## src/rtl/regfile_mp_if.sv

```systemverilog
// Bus bundle for regfile_mp: write port, issue port and NUM_RD packed read ports.
// The master side drives requests and the slave side (the register file) returns data, pending flags and ready.
interface regfile_mp_if #(
  parameter int DATA_W = 32,
  parameter int ADDR_W = 5,
  parameter int NUM_RD = 2
);
  logic                     we;
  logic [ADDR_W-1:0]        waddr;
  logic [DATA_W-1:0]        wdata;
  logic                     iss;
  logic [ADDR_W-1:0]        iss_addr;
  logic [NUM_RD-1:0]        re;
  logic [NUM_RD*ADDR_W-1:0] raddr;
  logic [NUM_RD*DATA_W-1:0] rdata;
  logic [NUM_RD-1:0]        rpend;
  logic                     ready;

  // No handshake: requests act on the rising edge while ready is high.
  // Read ports are combinational, and they are qualified per port by re.
  modport master (
    output we, waddr, wdata, iss, iss_addr, re, raddr,
    input  rdata, rpend, ready
  );

  modport slave (
    input  we, waddr, wdata, iss, iss_addr, re, raddr,
    output rdata, rpend, ready
  );
endinterface

```

## src/rtl/regfile_mp.sv

```systemverilog
// Multi-read-port register file with per-register pending (scoreboard) bits and a
// hardware clear sequence after reset. Optional write-to-read forwarding: RF_BYPASS_EN.
module regfile_mp #(
  parameter int DATA_W = 32,
  parameter int ADDR_W = 5,
  parameter int NUM_RD = 2
) (
  input  logic         clk,
  input  logic         rstn,
  regfile_mp_if.slave  bus,
  output logic         dbg_state
);

  localparam int DEPTH = 1 << ADDR_W;

  typedef enum logic {
    CLEAR = 1'b0,
    RUN   = 1'b1
  } state_t;

  state_t              state;
  state_t              state_nx;
  logic [ADDR_W-1:0]   clr_cnt;
  logic                clr_last;
  logic                clr_en;
  logic                run_en;
  logic                wr_en;
  logic                iss_en;

  logic [DATA_W-1:0]   mem [DEPTH];
  logic [DEPTH-1:0]    pending;
  logic [ADDR_W-1:0]   ra [NUM_RD];

  assign clr_last = (clr_cnt == ADDR_W'(DEPTH - 1));

  always_ff @(posedge clk) begin
    if (!rstn) state <= CLEAR;
    else       state <= state_nx;
  end

  always_comb begin
    state_nx = state;
    case (state)
      CLEAR:   if (clr_last) state_nx = RUN;
      RUN:     state_nx = RUN;
      default: state_nx = CLEAR;
    endcase
  end

  // rstn gates the decoded enables so every output reads idle while reset is held.
  always_comb begin
    clr_en = 1'b0;
    run_en = 1'b0;
    if (rstn) begin
      case (state)
        CLEAR:   clr_en = 1'b1;
        RUN:     run_en = 1'b1;
        default: clr_en = 1'b0;
      endcase
    end
  end

  assign bus.ready = run_en;
  assign dbg_state = state;

  always_ff @(posedge clk) begin
    if (!rstn)       clr_cnt <= '0;
    else if (clr_en) clr_cnt <= clr_cnt + 1'b1;
  end

  assign wr_en  = run_en & bus.we  & (bus.waddr    != '0);
  assign iss_en = run_en & bus.iss & (bus.iss_addr != '0);

  always_ff @(posedge clk) begin
    if (clr_en)     mem[clr_cnt]   <= '0;
    else if (wr_en) mem[bus.waddr] <= bus.wdata;
  end

  // Issue is applied after the write-back clear, so a same-address collision stays pending.
  always_ff @(posedge clk) begin
    if (!rstn) begin
      pending <= '0;
    end else begin
      if (wr_en)  pending[bus.waddr]    <= 1'b0;
      if (iss_en) pending[bus.iss_addr] <= 1'b1;
    end
  end

  for (genvar k = 0; k < NUM_RD; k++) begin : g_ra
    assign ra[k] = bus.raddr[k*ADDR_W +: ADDR_W];
  end

  always_comb begin
    bus.rdata = '0;
    bus.rpend = '0;
    for (int k = 0; k < NUM_RD; k++) begin
      if (run_en && bus.re[k] && (ra[k] != '0)) begin
        bus.rdata[k*DATA_W +: DATA_W] = mem[ra[k]];
        bus.rpend[k]                  = pending[ra[k]];
`ifdef RF_BYPASS_EN
        if (wr_en && (bus.waddr == ra[k])) bus.rdata[k*DATA_W +: DATA_W] = bus.wdata;
`else
        if (wr_en && (bus.waddr == ra[k])) bus.rdata[k*DATA_W +: DATA_W] = mem[ra[k]];
`endif
      end
    end
  end

endmodule

```

## src/flat_wrapper.sv

```systemverilog
// flat-port wrapper written by rule: the top's interface ports become plain ports
module regfile_mp_flat 
#(
  parameter int DATA_W = 32,
  parameter int ADDR_W = 5,
  parameter int NUM_RD = 2
)
  (clk, rstn, dbg_state, bus_we, bus_waddr, bus_wdata, bus_iss, bus_iss_addr, bus_re, bus_raddr, bus_rdata, bus_rpend, bus_ready);
  regfile_mp_if #(.DATA_W(DATA_W), .ADDR_W(ADDR_W), .NUM_RD(NUM_RD)) bus_i ();
  input  logic clk;
  input  logic rstn;
  output logic dbg_state;
  input wire logic [$bits(bus_i.we)-1:0] bus_we;
  input wire logic [$bits(bus_i.waddr)-1:0] bus_waddr;
  input wire logic [$bits(bus_i.wdata)-1:0] bus_wdata;
  input wire logic [$bits(bus_i.iss)-1:0] bus_iss;
  input wire logic [$bits(bus_i.iss_addr)-1:0] bus_iss_addr;
  input wire logic [$bits(bus_i.re)-1:0] bus_re;
  input wire logic [$bits(bus_i.raddr)-1:0] bus_raddr;
  output wire logic [$bits(bus_i.rdata)-1:0] bus_rdata;
  output wire logic [$bits(bus_i.rpend)-1:0] bus_rpend;
  output wire logic [$bits(bus_i.ready)-1:0] bus_ready;
  assign bus_i.we = bus_we;
  assign bus_i.waddr = bus_waddr;
  assign bus_i.wdata = bus_wdata;
  assign bus_i.iss = bus_iss;
  assign bus_i.iss_addr = bus_iss_addr;
  assign bus_i.re = bus_re;
  assign bus_i.raddr = bus_raddr;
  assign bus_rdata = bus_i.rdata;
  assign bus_rpend = bus_i.rpend;
  assign bus_ready = bus_i.ready;
  regfile_mp #(.DATA_W(DATA_W), .ADDR_W(ADDR_W), .NUM_RD(NUM_RD)) u_core (.clk(clk), .rstn(rstn), .bus(bus_i), .dbg_state(dbg_state));
endmodule
```

## config.mk

```make
export PLATFORM = sky130hd
export DESIGN_NAME = regfile_mp_flat
export DESIGN_NICKNAME = d
export VERILOG_FILES = /design/src/rtl/regfile_mp_if.sv /design/src/rtl/regfile_mp.sv /design/src/flat_wrapper.sv
export SDC_FILE = /design/constraint.sdc
export NUM_CORES = 1
export LEC_CHECK = 0
export CAP_MARGIN = 0
export CORE_MARGIN = 2
export CORE_UTILIZATION = 40
export CTS_BUF_LIST = sky130_fd_sc_hd__clkbuf_16
export CTS_CLUSTER_DIAMETER = 50
export DETAILED_ROUTE_END_ITERATION = 8
export PLACE_DENSITY_LB_ADDON = 0.2
export REMOVE_ABC_BUFFERS = 1
export SLEW_MARGIN = 10
export SYNTH_ARGS = -nofsm -noshare
export SYNTH_HDL_FRONTEND = slang
export SYNTH_SLANG_ARGS = --single-unit
```

## constraint.sdc

```tcl
create_clock -name clk -period 4.5 [get_ports clk]
set_input_delay 0.9 -clock clk [delete_from_list [all_inputs] [get_ports clk]]
set_output_delay 0.9 -clock clk [all_outputs]
set_load 0.05 [all_outputs]
```

==> results.cfg <==
[place]
post-place-cells = 4532
port_buffers = 125
place_hpwl_um = 98200
gp_congestion = 0.850

[cts]
htreeDepth = 3
cts.sinks = 1062
cts_root_buf = clkbuf_16
cts_tree = built
clockBufferDepth = 3
numCtsBuffers = 118
worstSkewPairLatency_ps = 750
clk_pin_slew_worst_paths_ps = 60

[sta]
hold_ws_ps = 501
setup_violations = 0
period_minus_slack_ps = 4340
period_share = 0.965
max_slew_margin = 0.241
fmax_mhz = 230
worst_pin_slew_ps = 1140
tns_ps = 0
finalHoldViolations = 0
finalClockSkew_ps = 25.1
grt_setup_unrepaired = false
slew_violations = 0

[floorplan]
die_h_um = 358
start_util = 0.404
ios = 126
core_area_um2 = 124000
rows = 129
design.die.area_um2 = 128000
die_x_um = 358

[power]
total_power_w = 0.0220
p_per_area_nw_per_um2 = 367
peakVddDrop_v = 0.000330
p_leak_nw = 20.5

[synth]
yosysWarnings = 0
synth_edf_count = 1024
synth_top_family_by_area = multiplexers
synth-compound-area-share = 0.0667
avgSynthCellArea_um2 = 18.5
yosys.area_share.simple = 0.0276
synth-main-ff-cell = edfxtp_1
syn-instance-count = 2716
yosysSeqAreaShare = 0.628
synth_cell_types = 61
synth_xor_area_frac = 0.000524
synth_async_sr_flop_share = 0
synth_area_um2 = 50200
synthAdderAreaFrac = 0.000499
synth-seq-cells = 1062
muxShareOfSynthArea = 0.252

[grt]
gr-total-overflow = 0
grt_pass1_wl_um = 232000
grt_pass1_vias = 31700
antenna_found_initial = 4
grt_usage = 0.255
grt_max_degree = 48

[route]
wl_per_cell_um = 34.4
finalWirelength_um = 164000
first_iter_violations = 3708
first_pass_iters = 5
drc = 0
vias_per_cell = 6.46
top_layer_used = met5
wirelength_met1_um = 66000
antenna_left = 0
dr_wl_met2_um = 78400
vias = 30700
dr_wl_met3_um = 13900

[critical_path]
startpoint_type = input pin
critPathRequiredTime_ps = 3600
endpoint_kind = output port
worstPathArrival_ps = 3440
crit_fanout = 25
path_class = input pin to output port

[layout]
layout-drive-gt1-share = 0.347
area_growth_pct = 19.8
utilization = 0.484
fill_cells = 10000
stdcell_count = 4757
fin_nets = 3075

[status]
status = finished, final reports clean

[flow_run]
cap_viol_max_count = 0

[min_path]
hp-class = flip-flop to flip-flop
## cell families (layout without fill, tap and decap cells)
| family | count (synthesis) | in the layout |
|---|---|---|
| AO/OA/AOI/OAI | 408 | 408 |
| XOR/XNOR | 3 | 3 |
| adder cells (fa/ha/maj) | 2 | 2 |
| buffers and inverters | 228 | 631 |
| flip-flops | 1062 | 1062 |
| multiplexers | 737 | 737 |
| other | 0 | 1 |
| AND/OR/NAND/NOR | 276 | 276 |
## through the flow
stage / setup WS [ps] / area, um2
2_1_floorplan: -1260 / 49000
3_3_place_gp: -178 / 56100
3_5_place_dp: -204 / 56100
4_1_cts: 26.6 / 60100
5_1_grt: 71.9 / 60100
6_report: 157 / 60100
## power breakdown
group | switching (W) | internal (W) | total, W
sequential | 0.0000311 | 0.0107 | 0.0108
combinational | 0.000790 | 0.000583 | 0.00137
clock | 0.00419 | 0.00570 | 0.00989
total | 0.00501 | 0.0170 | 0.0220
## final cells by class
cell class | instances | area (um2) | share of cell area
antenna | 1 | 2.50 | 0.0000417
clock buffer | 120 | 3000 | 0.0500
sequential | 1062 | 31500 | 0.525
timing repair buffer | 401 | 4750 | 0.0790
inverter | 6 | 22.5 | 0.000375
multi-input combinational | 1426 | 17700 | 0.295
clock inverter | 104 | 1000 | 0.0166
tap | 1637 | 2050 | 0.0341
## critical path: stages
cell	delay (ps)
clkdlybuf4s50_1	670
nand3_1	190
buf_4	210
nor3_4	210
buf_12	280
a221oi_1	160
buf_4	170
a41oi_1	430
buf_12	210
## per-layer routing
metal / up-vias / track usage
li1: 12300 / -
met1: 16400 / 0.356
met2: 1687 / 0.407
met3: 308 / 0.0388
met4: 2 / 0.0891
met5: - / 0
## flip-flops by register name (all words and copies together), names as in the netlist
| name | count |
|---|---|
| u_core.pending | 32 |
| u_core.clr_cnt | 5 |
| u_core.dbg_state | 1 |
| u_core.mem | 1024 |
## worst paths after layout
path	from	end	slack (ps)	cells past startpoint
max	rstn	bus_rdata[10]	160	9
min	u_core.pending[6]	u_core.pending[6]	500	2
max reg2reg	u_core.dbg_state	u_core.mem[25][13]	1450	5
min reg2reg	u_core.pending[6]	u_core.pending[6]	500	2
## Yosys cell counts (6+ instances only)
| library cell | n | area, um2 |
|---|---|---|
| a2111oi_0 | 15 | 131 |
| a2111oi_2 | 17 | 255 |
| a211oi_1 | 33 | 248 |
| a21boi_0 | 31 | 233 |
| a221oi_1 | 46 | 403 |
| a221oi_2 | 8 | 120 |
| a22o_1 | 73 | 639 |
| a22oi_1 | 29 | 218 |
| a31oi_1 | 11 | 68.8 |
| a32oi_1 | 6 | 52.6 |
| a41oi_1 | 11 | 96.3 |
| and2_1 | 40 | 250 |
| buf_1 | 18 | 67.6 |
| buf_2 | 57 | 285 |
| buf_4 | 35 | 263 |
| buf_6 | 22 | 248 |
| clkbuf_1 | 89 | 334 |
| dfxtp_1 | 38 | 761 |
| edfxtp_1 | 1024 | 30700 |
| inv_1 | 6 | 22.5 |
| mux2_2 | 50 | 563 |
| mux2i_1 | 271 | 2710 |
| mux4_2 | 416 | 9370 |
| nand2_1 | 84 | 315 |
| nand3_1 | 10 | 50.1 |
| nor2_1 | 39 | 146 |
| nor2b_1 | 19 | 119 |
| nor3_1 | 45 | 225 |
| o211ai_1 | 10 | 75.1 |
| o21ai_0 | 34 | 170 |
| o221ai_1 | 33 | 289 |
| o22ai_1 | 33 | 206 |
## placed cells by master (no fill, tap or decap), types with 22 or more instances in the layout
cell and instances:
o22ai_1 33, nand2_1 84, clkinv_2 27, a22o_1 73
a21boi_0 31, nor3_1 32, dfxtp_1 37, mux4_2 416
a211oi_1 32, a22oi_1 29, a221oi_1 46, nor2_4 23
buf_4 219, o21ai_0 34, mux2_2 50, o221ai_1 33
clkbuf_16 120, inv_1 22, mux2i_1 271, buf_12 126
clkdlybuf4s50_1 50, edfxtp_1 1024, and2_1 39
## repair_timing
item | in CTS | in global routing
setup buffers | 0 | 0
endpoints found under the setup margin | 7 | 3
pin swaps | 0 | 0
gates resized for setup | 4 | 1
hold buffers | 0 | 0
No activity file was read; power rests on OpenSTA's default activity.
